<file path="config.mk">
export PLATFORM = sky130hd
export DESIGN_NAME = angle_servo_ctrl
export DESIGN_NICKNAME = d
export VERILOG_FILES = /design/src/rtl/angle_servo_pkg.sv /design/src/rtl/angle_servo_ctrl_angle_error_calc.sv /design/src/rtl/angle_servo_ctrl.sv
export SDC_FILE = /design/constraint.sdc
export NUM_CORES = 1
export LEC_CHECK = 0
export ABC_AREA = 1
export CAP_MARGIN = 20
export CORE_ASPECT_RATIO = 1.2
export CORE_MARGIN = 2
export CORE_UTILIZATION = 50
export DETAILED_ROUTE_END_ITERATION = 10
export PLACE_DENSITY = 0.89
export SKIP_CTS_REPAIR_TIMING = 1
export SLEW_MARGIN = 20
export SYNTH_ARGS = -nofsm -noshare
export SYNTH_HDL_FRONTEND = slang
export SYNTH_SLANG_ARGS = --single-unit
</file>
<file path="constraint.sdc">
create_clock -name clock -period 4.5 [get_ports clock]
set_input_delay 0.675 -clock clock [delete_from_list [all_inputs] [get_ports clock]]
set_output_delay 0.675 -clock clock [all_outputs]
set_load 0.02 [all_outputs]
</file>
<file path="src/rtl/angle_servo_pkg.sv">
// Shared definitions for the swerve rotation angle controller: FSM encoding,
// default parameter values and a width helper.
package angle_servo_pkg;

  localparam int DEF_NUM_CH         = 4;
  localparam int DEF_ANGLE_W        = 12;
  localparam int DEF_PWM_W          = 8;
  localparam int DEF_DEADBAND       = 8;
  localparam int DEF_KP_SHIFT       = 2;
  localparam int DEF_MIN_RATIO      = 16;
  localparam int DEF_SENSOR_TIMEOUT = 1024;

  typedef enum logic [1:0] {
    S_IDLE     = 2'd0,
    S_REQ      = 2'd1,
    S_CALC     = 2'd2,
    S_WAIT_PWM = 2'd3
  } state_e;

  // Bits needed to hold values 0..v-1, never less than one bit.
  function automatic int clog2_min1(input int v);
    int r;
    r = 0;
    while ((1 << r) < v) r++;
    return (r < 1) ? 1 : r;
  endfunction

endpackage

</file>
<file path="src/rtl/angle_servo_ctrl_angle_error_calc.sv">
// Shortest-path wrap-around error between target and measured angle, turned
// into a rotation direction and a clamped proportional PWM ratio.
module angle_error_calc
  import angle_servo_pkg::*;
#(
  parameter int ANGLE_W   = DEF_ANGLE_W,
  parameter int PWM_W     = DEF_PWM_W,
  parameter int DEADBAND  = DEF_DEADBAND,
  parameter int KP_SHIFT  = DEF_KP_SHIFT,
  parameter int MIN_RATIO = DEF_MIN_RATIO
) (
  input  logic [ANGLE_W-1:0] tgt_i,
  input  logic [ANGLE_W-1:0] angle_i,
  output logic               dir_o,
  output logic [ANGLE_W-1:0] mag_o,
  output logic [PWM_W-1:0]   ratio_o,
  output logic               within_deadband_o
);

  localparam int RW = (ANGLE_W > PWM_W) ? ANGLE_W : PWM_W;
  localparam logic [RW-1:0] MAX_R = RW'((1 << PWM_W) - 1);
  localparam logic [RW-1:0] MIN_R = RW'(MIN_RATIO);
  localparam logic [ANGLE_W-1:0] HALF_TURN = {1'b1, {(ANGLE_W-1){1'b0}}};

  logic [ANGLE_W-1:0] err;
  logic [RW-1:0]      raw;

  always_comb begin
    err = tgt_i - angle_i;
    // A half-turn error negates to itself; it is read as +half turn, positive direction.
    if (err[ANGLE_W-1]) begin
      mag_o = ~err + 1'b1;
      dir_o = (err == HALF_TURN);
    end else begin
      mag_o = err;
      dir_o = 1'b1;
    end
    within_deadband_o = (mag_o <= ANGLE_W'(DEADBAND));
    raw = RW'(mag_o >> KP_SHIFT);
    if (raw > MAX_R)      ratio_o = MAX_R[PWM_W-1:0];
    else if (raw < MIN_R) ratio_o = MIN_R[PWM_W-1:0];
    else                  ratio_o = raw[PWM_W-1:0];
  end

endmodule

</file>
<file path="src/rtl/angle_servo_ctrl.sv">
// Multi-channel closed-loop angle controller: round-robin sensor reads through
// one shared port, per-channel direction and saturated PWM ratio outputs.
module angle_servo_ctrl
  import angle_servo_pkg::*;
#(
  parameter int NUM_CH         = DEF_NUM_CH,
  parameter int ANGLE_W        = DEF_ANGLE_W,
  parameter int PWM_W          = DEF_PWM_W,
  parameter int DEADBAND       = DEF_DEADBAND,
  parameter int KP_SHIFT       = DEF_KP_SHIFT,
  parameter int MIN_RATIO      = DEF_MIN_RATIO,
  parameter int SENSOR_TIMEOUT = DEF_SENSOR_TIMEOUT,
  localparam int CH_W          = clog2_min1(NUM_CH)
) (
  input  logic                      clock,
  input  logic                      reset_n,
  input  logic [NUM_CH*ANGLE_W-1:0] target_angle,
  input  logic [NUM_CH-1:0]         angle_update,
  output logic [NUM_CH-1:0]         angle_done,
  output logic                      busy,
  output logic                      sensor_req,
  output logic [CH_W-1:0]           sensor_ch,
  input  logic                      sensor_ack,
  input  logic [ANGLE_W-1:0]        sensor_angle,
  output logic                      sensor_fault,
  output logic [NUM_CH-1:0]         pwm_enable,
  output logic [NUM_CH-1:0]         pwm_dir,
  output logic [NUM_CH*PWM_W-1:0]   pwm_ratio,
  output logic [NUM_CH-1:0]         pwm_update,
  input  logic [NUM_CH-1:0]         pwm_done,
  output state_e                    dbg_state,
  output logic [ANGLE_W-1:0]        dbg_mag
);

  localparam int TMR_W = clog2_min1(SENSOR_TIMEOUT + 1);
  localparam logic [TMR_W-1:0] TMR_END = TMR_W'(SENSOR_TIMEOUT);

  state_e                    state_q, state_d;
  logic [CH_W-1:0]           ch_q, ch_d;
  logic [CH_W-1:0]           last_ch_q, last_ch_d;
  logic [TMR_W-1:0]          timer_q, timer_d;
  logic [NUM_CH-1:0]         active_q, active_d;
  logic [ANGLE_W-1:0]        tgt_q [NUM_CH];
  logic [ANGLE_W-1:0]        tgt_d [NUM_CH];
  logic                      hit_q, hit_d;
  logic [ANGLE_W-1:0]        mag_q, mag_d;
  logic [NUM_CH-1:0]         en_q, en_d;
  logic [NUM_CH-1:0]         dir_q, dir_d;
  logic [NUM_CH*PWM_W-1:0]   ratio_q, ratio_d;
  logic [NUM_CH-1:0]         upd_q, upd_d;
  logic [NUM_CH-1:0]         done_q, done_d;
  logic                      fault_q, fault_d;

  logic [CH_W-1:0]           next_ch;
  logic                      found;
  logic                      calc_dir;
  logic [ANGLE_W-1:0]        calc_mag;
  logic [PWM_W-1:0]          calc_ratio;
  logic                      calc_within;

  // The error is evaluated from sensor_angle in the ack cycle so the result is
  // already registered on the outputs while the FSM sits in CALC.
  angle_error_calc #(
    .ANGLE_W   (ANGLE_W),
    .PWM_W     (PWM_W),
    .DEADBAND  (DEADBAND),
    .KP_SHIFT  (KP_SHIFT),
    .MIN_RATIO (MIN_RATIO)
  ) u_calc (
    .tgt_i             (tgt_q[ch_q]),
    .angle_i           (sensor_angle),
    .dir_o             (calc_dir),
    .mag_o             (calc_mag),
    .ratio_o           (calc_ratio),
    .within_deadband_o (calc_within)
  );

  always_comb begin : next_ch_sel
    next_ch = last_ch_q;
    found   = 1'b0;
    for (int i = 1; i <= NUM_CH; i++) begin
      if (!found && active_q[(int'(last_ch_q) + i) % NUM_CH]) begin
        next_ch = CH_W'((int'(last_ch_q) + i) % NUM_CH);
        found   = 1'b1;
      end
    end
  end

  always_comb begin : fsm_next
    state_d   = state_q;
    ch_d      = ch_q;
    last_ch_d = last_ch_q;
    timer_d   = timer_q;
    active_d  = active_q;
    tgt_d     = tgt_q;
    hit_d     = hit_q;
    mag_d     = mag_q;
    en_d      = en_q;
    dir_d     = dir_q;
    ratio_d   = ratio_q;
    upd_d     = upd_q;
    done_d    = '0;
    fault_d   = 1'b0;

    case (state_q)
      S_IDLE: begin
        if (|active_q) begin
          ch_d    = next_ch;
          timer_d = '0;
          state_d = S_REQ;
        end
      end
      S_REQ: begin
        if (timer_q == TMR_END) begin
          fault_d    = 1'b1;
          en_d[ch_q] = 1'b0;
          state_d    = S_IDLE;
        end else if (sensor_ack) begin
          hit_d = calc_within;
          mag_d = calc_mag;
          if (calc_within) begin
            en_d[ch_q]                 = 1'b0;
            ratio_d[ch_q*PWM_W +: PWM_W] = '0;
            active_d[ch_q]             = 1'b0;
            done_d[ch_q]               = 1'b1;
          end else begin
            en_d[ch_q]                 = 1'b1;
            dir_d[ch_q]                = calc_dir;
            ratio_d[ch_q*PWM_W +: PWM_W] = calc_ratio;
            upd_d[ch_q]                = 1'b1;
          end
          state_d = S_CALC;
        end else begin
          timer_d = timer_q + 1'b1;
        end
      end
      S_CALC: begin
        state_d = hit_q ? S_IDLE : S_WAIT_PWM;
      end
      S_WAIT_PWM: begin
        if (pwm_done[ch_q]) begin
          upd_d[ch_q] = 1'b0;
          last_ch_d   = ch_q;
          state_d     = S_IDLE;
        end
      end
      default: state_d = S_IDLE;
    endcase

    // A fresh target beats a same-cycle on-target decision for that channel.
    for (int c = 0; c < NUM_CH; c++) begin
      if (angle_update[c]) begin
        tgt_d[c]    = target_angle[c*ANGLE_W +: ANGLE_W];
        active_d[c] = 1'b1;
        done_d[c]   = 1'b0;
      end
    end
  end

  always_ff @(posedge clock or negedge reset_n) begin
    if (!reset_n) begin
      state_q   <= S_IDLE;
      ch_q      <= '0;
      last_ch_q <= CH_W'(NUM_CH - 1);
      timer_q   <= '0;
      active_q  <= '0;
      for (int c = 0; c < NUM_CH; c++) tgt_q[c] <= '0;
      hit_q     <= 1'b0;
      mag_q     <= '0;
      en_q      <= '0;
      dir_q     <= '0;
      ratio_q   <= '0;
      upd_q     <= '0;
      done_q    <= '0;
      fault_q   <= 1'b0;
    end else begin
      state_q   <= state_d;
      ch_q      <= ch_d;
      last_ch_q <= last_ch_d;
      timer_q   <= timer_d;
      active_q  <= active_d;
      tgt_q     <= tgt_d;
      hit_q     <= hit_d;
      mag_q     <= mag_d;
      en_q      <= en_d;
      dir_q     <= dir_d;
      ratio_q   <= ratio_d;
      upd_q     <= upd_d;
      done_q    <= done_d;
      fault_q   <= fault_d;
    end
  end

  // Request drops in the timeout cycle so it is high for exactly SENSOR_TIMEOUT cycles.
  assign sensor_req   = (state_q == S_REQ) && (timer_q != TMR_END);
  assign sensor_ch    = ch_q;
  assign busy         = (|active_q) || (state_q != S_IDLE);
  assign angle_done   = done_q;
  assign sensor_fault = fault_q;
  assign pwm_enable   = en_q;
  assign pwm_dir      = dir_q;
  assign pwm_ratio    = ratio_q;
  assign pwm_update   = upd_q;
  assign dbg_state    = state_q;
  assign dbg_mag      = mag_q;

endmodule

</file>
# --- Yosys cells after proc, flatten, opt, wreduce, memory -nomap -nowiden ---
# Index checks and enable logic that the tools add are counted.
totals:
  reg_bits: 131
  input_bits: 71
  word_cells: 185
op_classes:
  add_sub_neg: 8
  magnitude_cmp: 10
  n_eq_ne: 17
  shift: 3
  n_mux: 70
  n_bitwise: 14
  reduce_logical: 43
op_table:
  columns: ["cell", "count"]
  rows:
  - ["$bwmux W32", 2]
  - ["$mux W4", 15]
  - ["$mux W12", 3]
  - ["$neg A5 Y34", 1]
  - ["$shift A8 B34 Y32 const A", 1]
  - ["$shiftx A8 B34 Y32", 1]
  - ["$shiftx A8 B34 Y32 const A", 1]
  - ["$mux W11", 3]
  - ["$mux W32", 1]
  - ["$reduce_bool A2 Y1", 16]
  - ["$bmux W12 S2", 1]
  - ["$mux W1", 24]
  - ["$reduce_and A4 Y1", 6]
  - ["$pmux W11 S2", 1]
  - ["$ne A2 B2 Y1 const B", 10]
  - ["$mux W2", 9]
  - ["$lt A3 B4 Y1 const B", 4]
  - ["$mux W8", 2]
  - ["$add A12 B1 Y12 const B", 1]
  - ["$and A4 B4 Y4", 3]
  - ["$eq A12 B12 Y1 const B", 1]
  - ["$le A12 B4 Y1 const B", 1]
  - ["$not A12 Y12", 1]
  - ["$sub A12 B12 Y12", 1]
  - ["other kinds (32)", 56]

# --- Longest topological paths before layout ---
logic_depth:
  word_depth: 16
  ltp_mapped: 29

# --- By module ---
# From an unflattened synthesis, not the netlist that was laid out.
hier_totals:
  hier_cells: 1017
  area_unflattened_um2: 7508.5
by_module_without_submodules:
  columns: ["mod", "n_inst", "cells_each", "area_per_inst_um2", "seq_area_each_um2"]
  rows:
  - ["angle_servo_ctrl", 1, 767, 6119.6, 3280.6]
  - ["angle_error_calc", 1, 250, 1388.8, 0.0]

# --- Least setup slack after synthesis ---
# No wires, ideal clock.
synth_timing:
  path_kind: "reg-to-reg"
  from: "reg ch_q[0], in the netlist sensor_ch[0]"
  to: "reg active_q[0]"
  setup_time_ps: 120
  arrival_time_ps: 3625
  required_ps: 4380
  slack_ps: 755
  path_stages_with_launch: 26
  synth_period_minus_slack_ps: 3745
  cell_sequence: "dfrtp_1 > clkbuf_1 > clkbuf_1 > nand2_1 > o21ai_0 > a21oi_1 > ha_1 > inv_1 > fa_1 > inv_1 > ha_1 > inv_1 > a21oi_1 > nand3_1 > nor2_1 > nand2_2 > nor2_1 > nand2_1 > nand2_1 > nand2_2 > nand2_1 > nand2_2 > nor2_4 > nand3_2 > o22ai_1 > inv_1"
synth_between:
  elab_chain_len: 11
  elab_cells_between_ends: 23
synth_lines:
  columns: ["item", "line", "rtl"]
  rows:
  - ["from (decl)", "angle_servo_ctrl.sv:39", "logic [CH_W-1:0] ch_q, ch_d;"]
  - ["from (signal assigned)", "angle_servo_ctrl.sv:178", "ch_q <= ch_d;"]
  - ["$not A2 Y3 (implied by the code) (tied with other cells)", "angle_servo_ctrl.sv:70", ".tgt_i (tgt_q[ch_q]),"]
  - ["$bmux W12 S2 / $logic_and A1 B1 Y1 (equally long branches)", "angle_servo_ctrl.sv:70, angle_servo_ctrl.sv:124", null]
  - ["$mux W12 (implied by the code) / $mux W1 (equally long branches)", "angle_servo_ctrl.sv:70, angle_servo_ctrl.sv:124", null]
  - ["$mux W12 (implied by the code) / $demux W1 S2 (equally long branches)", "angle_servo_ctrl.sv:70, angle_servo_ctrl.sv:124", null]
  - ["$sub A12 B12 Y12 / $not A4 Y4 (equally long branches)", null, null]
  - ["$not A12 Y12 / $and A4 B4 Y4 (equally long branches)", null, null]
  - ["$add A12 B1 Y12 / $mux W4 (equally long branches)", "angle_servo_ctrl_angle_error_calc.sv:32, angle_servo_ctrl.sv:121", null]
  - ["$mux W12 / $mux W4 (equally long branches)", "angle_servo_ctrl_angle_error_calc.sv:31, angle_servo_ctrl.sv:118", null]
  - ["$le A12 B4 Y1 / $mux W4 (equally long branches)", "angle_servo_ctrl_angle_error_calc.sv:38, angle_servo_ctrl.sv:114", null]
  - ["$reduce_bool A2 Y1 (no source line) / $mux W4 (equally long branches)", null, null]
  - ["$reduce_and A4 Y1 (no source line) / $mux W1 (equally long branches)", null, null]
  - ["to (signal assigned)", "angle_servo_ctrl.sv:181", "active_q <= active_d;"]
  - ["to (decl)", "angle_servo_ctrl.sv:42", "logic [NUM_CH-1:0] active_q, active_d;"]
# Parallel ways exist; a longest one is shown, timed or not. The select of a mux whose other input is x is not followed.
# A chain may end at the register's enable or synchronous reset.

# --- Worst setup path after layout ---
layout_timing:
  from: "reg ch_q[0], in the netlist sensor_ch[0]"
  to: "reg ratio_q[12], in the netlist pwm_ratio[12]"
layout_between:
  elab_chain_len: 14
  elab_cells_between_ends: 20
layout_lines:
  columns: ["item", "line", "rtl"]
  rows:
  - ["$not A2 Y3 (implied by the code)", "angle_servo_ctrl.sv:70", null]
  - ["$bmux W12 S2", "angle_servo_ctrl.sv:70", null]
  - ["$mux W12 (implied by the code) (2 in series)", "angle_servo_ctrl.sv:70", null]
  - ["$sub A12 B12 Y12", "angle_servo_ctrl_angle_error_calc.sv:29", "err = tgt_i - angle_i;"]
  - ["$not A12 Y12", "angle_servo_ctrl_angle_error_calc.sv:32", "mag_o = ~err + 1'b1;"]
  - ["$add A12 B1 Y12", "angle_servo_ctrl_angle_error_calc.sv:32", null]
  - ["$mux W12", "angle_servo_ctrl_angle_error_calc.sv:31", "if (err[ANGLE_W-1]) begin"]
  - ["$lt A10 B5 Y1", "angle_servo_ctrl_angle_error_calc.sv:41", "else if (raw < MIN_R) ratio_o = MIN_R[PWM_W-1:0];"]
  - ["$mux W8", "angle_servo_ctrl_angle_error_calc.sv:41", null]
  - ["$mux W8", "angle_servo_ctrl_angle_error_calc.sv:40", "if (raw > MAX_R) ratio_o = MAX_R[PWM_W-1:0];"]
  - ["$shiftx A8 B34 Y32", "angle_servo_ctrl.sv:129", "ratio_d[ch_q*PWM_W +: PWM_W] = calc_ratio;"]
  - ["$bwmux W32", "angle_servo_ctrl.sv:129", null]
  - ["$mux W32 (*)", "angle_servo_ctrl.sv:121", "if (calc_within) begin"]
  - ["to (signal assigned)", "angle_servo_ctrl.sv:187", "ratio_q <= ratio_d;"]
  - ["to (decl)", "angle_servo_ctrl.sv:49", "logic [NUM_CH*PWM_W-1:0] ratio_q, ratio_d;"]
# Every way passes the cells marked *; elsewhere a longest branch is shown, timed or not. The select of a mux whose other input is x is not followed.

==> run metrics <==
routability congestion estimate 0.923; Cell Pwr Density 801 mW/mm²; final net count 1174; yosys warns 0; CP peak stage delay 0.56 ns; Final Hold Slack 0.400 ns; Top Family by Delay on Critical Path simple AND/OR/NAND/NOR gates; post-synthesis cell count 937; Syn Area/Cell 7.55 µm²; Max Fclk 251 MHz; NetSw 0.00349 W; GRT Total Usage 27.5%; ys async rst share 100%; Worst Skew 0.0121 ns; placed instance area 0.00864 mm²; Syn Nets 1031; internal power consumption 0.00398 W; Fin Setup TNS 0 ns; # IOs 138; Slew headroom 33.9%; most common cell in the netlist nand2_1; min cycle time layout 3.98 ns; Most used DFF post-synth dfrtp_1; share of the synthesized area in the top cell type 45.6%; synth top area cells dfrtp_1 (46%), nand2_1 (19%), o21ai_0 (6.0%); Avg WL per Cell 16.1 µm; outcome finished clean; CTS max path bufs 2; Static Leakage 4.61 nW; antenna violations before repair 0; Bufs and invs on worst path 3; DR vias/cell 5.53; Setup CP Type flip-flop to flip-flop; Root Buffer clkbuf_16; CP arrival 4.32 ns; Detailed Route Iter0 Violations 655; vias in the first global route 6900; # clock sinks 131; slowest CP cell dfrtp_1; Antenna Cells 0; worst hold path class input port to asynchronous set/reset pin; CTS clk-pin slew, worst paths 0.06 ns; combinational group share of total power 55.5%; DR vias 6991; DP Worst Slack 0.564 ns; library cells used by synthesis 38; hpwl dp 15.1 mm; die area 0.0151 mm²; fillers 1049; Yosys reg bits 131; CP max FO 21; Post-synth EDFFs 0; row count 47; initial core utilization 51.2%; WP data required 4.84 ns; core area 0.0138 mm²; area leader, netlist dfrtp_1; synth cell count leaders nand2_1 (353), dfrtp_1 (129), inv_1 (85), o21ai_0 (85), nor2_1 (54); RSZ-0062 raised after global routing no; GRT overflow 0; Worst Max-Slew Pin Slew 0.991 ns; die height 134 µm; final-report hold violation count 0; drt total wl 20.4 mm; mapped cell area 0.00708 mm²; Initial DRT Pass Iterations 7; Post-route DRC 0; cell mode on critical path nand2_1; switching share of power 46.7%; H-tree depth 4; Worst-Skew Late Latency 0.43 ns; CTS tree built; Post-DRT Antenna Nets 0; # port buffers 137; post-synthesis sequential area ratio 46.4%; layout cell share with drive strength beyond 1 8.78%; Max-Cap Viols 0; Setup crit start kind flip-flop; period utilization 88.4%; Worst Setup End Kind flip-flop; crit-path cells inv_2 > o21ai_0 > o22ai_1 > fa_1 > inv_1 > ha_1 > inv_1 > a21oi_1 > nand3_1 > nor2_1 > nand2_2 > nor2_1 > nand2_1 > nand2_1 > nand2_2 > a21oi_4 > nand3_2 > nand2_1 > nand3_1 > o21ai_1; CTS Buf Count 17; Final WS setup 0.523 ns; first-pass GRT wire length 32.8 mm; Max Slew Vio Count 0; Flop pwr share 22.6%; die width 113 µm; Layout area overhead 31.8%; largest net degree at the start of global routing 81; Design Area, Final 0.00933 mm²; VDD IR-drop max 0.000551 V; clock share of power 21.9%; Final Setup Violations 0
==> cell families after synthesis <==
logic type	after synthesis	share of synthesized area [%]
AND/OR/NAND/NOR	525	32.1
AO/OA/AOI/OAI	138	10.6
flip-flops	131	46.4
buffers and inverters	116	6.31
adder cells (fa/ha/maj)	23	4.17
XOR/XNOR	4	0.495
==> final cells by class <==
type	instances	area, µm²	share of cell area (%)
tap	171	214	2.29
inverter	93	349	3.74
clock inverter	12	253	2.71
timing repair buffer	147	1440	15.5
multi-input combinational	690	3350	35.9
clock buffer	20	437	4.68
sequential	131	3280	35.2
==> sequential cells by signal, summed over array words and instances, names as in the netlist, 2 cells and up, named ones only <==
| name | count |
|---|---|
| active_q | 4 |
| angle_done | 4 |
| dbg_mag | 12 |
| dbg_state | 2 |
| last_ch_q | 2 |
| pwm_dir | 4 |
| pwm_ratio | 32 |
| sensor_ch | 2 |
| tgt_q | 48 |
| timer_q | 11 |
==> placed cells by master (no fill, tap or decap), types with 10 or more instances in the layout <==
cell type / n
nand2_1: 353
clkdlybuf4s50_1: 136
dfrtp_1: 129
inv_1: 85
o21ai_0: 85
nor2_1: 54
nand3_1: 49
nand2_2: 26
ha_1: 22
clkbuf_16: 17
o22ai_1: 15
a21oi_1: 15
nor3_1: 13
buf_4: 11
o21ai_1: 10
==> power by group through the flow <==
| stage | logic (W) | clock network (W) | registers, W |
|---|---|---|---|
| after floorplan | 0.00251 | 0 | 0.00190 |
| after CTS | 0.00407 | 0.00164 | 0.00169 |
| final | 0.00414 | 0.00164 | 0.00169 |
| after detailed placement | 0.00403 | 0 | 0.00170 |
| after global placement | 0.00391 | 0 | 0.00169 |
| after global routing | 0.00453 | 0.00170 | 0.00172 |
==> through the flow <==
stage                     power [W]  cells  util [%]
after floorplan             0.00440    937         -
after global placement      0.00560   1232      62.5
after detailed placement    0.00572   1232      62.5
after CTS                   0.00740   1264      67.5
after global routing        0.00794   1264      67.5
final                       0.00747   1264      67.5
==> routing by layer <==
metal	up-vias	track usage [%]	share of wire (%)
li1	3291	-	-
met5	-	0	0
met3	76	4.79	7.0
met1	3250	32.4	38
met2	374	47.4	50
met4	0	15.3	4.9
==> final timing paths <==
path | depth (start not counted) | start | slack (ns) | to
max | 20 | sensor_ch[0] | 0.52 | pwm_ratio[12]
min in group clock | 2 | tgt_q[34] | 0.47 | tgt_q[34]
max reg2reg | 20 | sensor_ch[0] | 0.52 | pwm_ratio[12]
max in group asynchronous | 2 | reset_n | 3.08 | last_ch_q[0]
min | 1 | reset_n | 0.40 | pwm_ratio[23]
min reg2reg | 2 | tgt_q[34] | 0.47 | tgt_q[34]
Power figures use the tool's default switching activity.
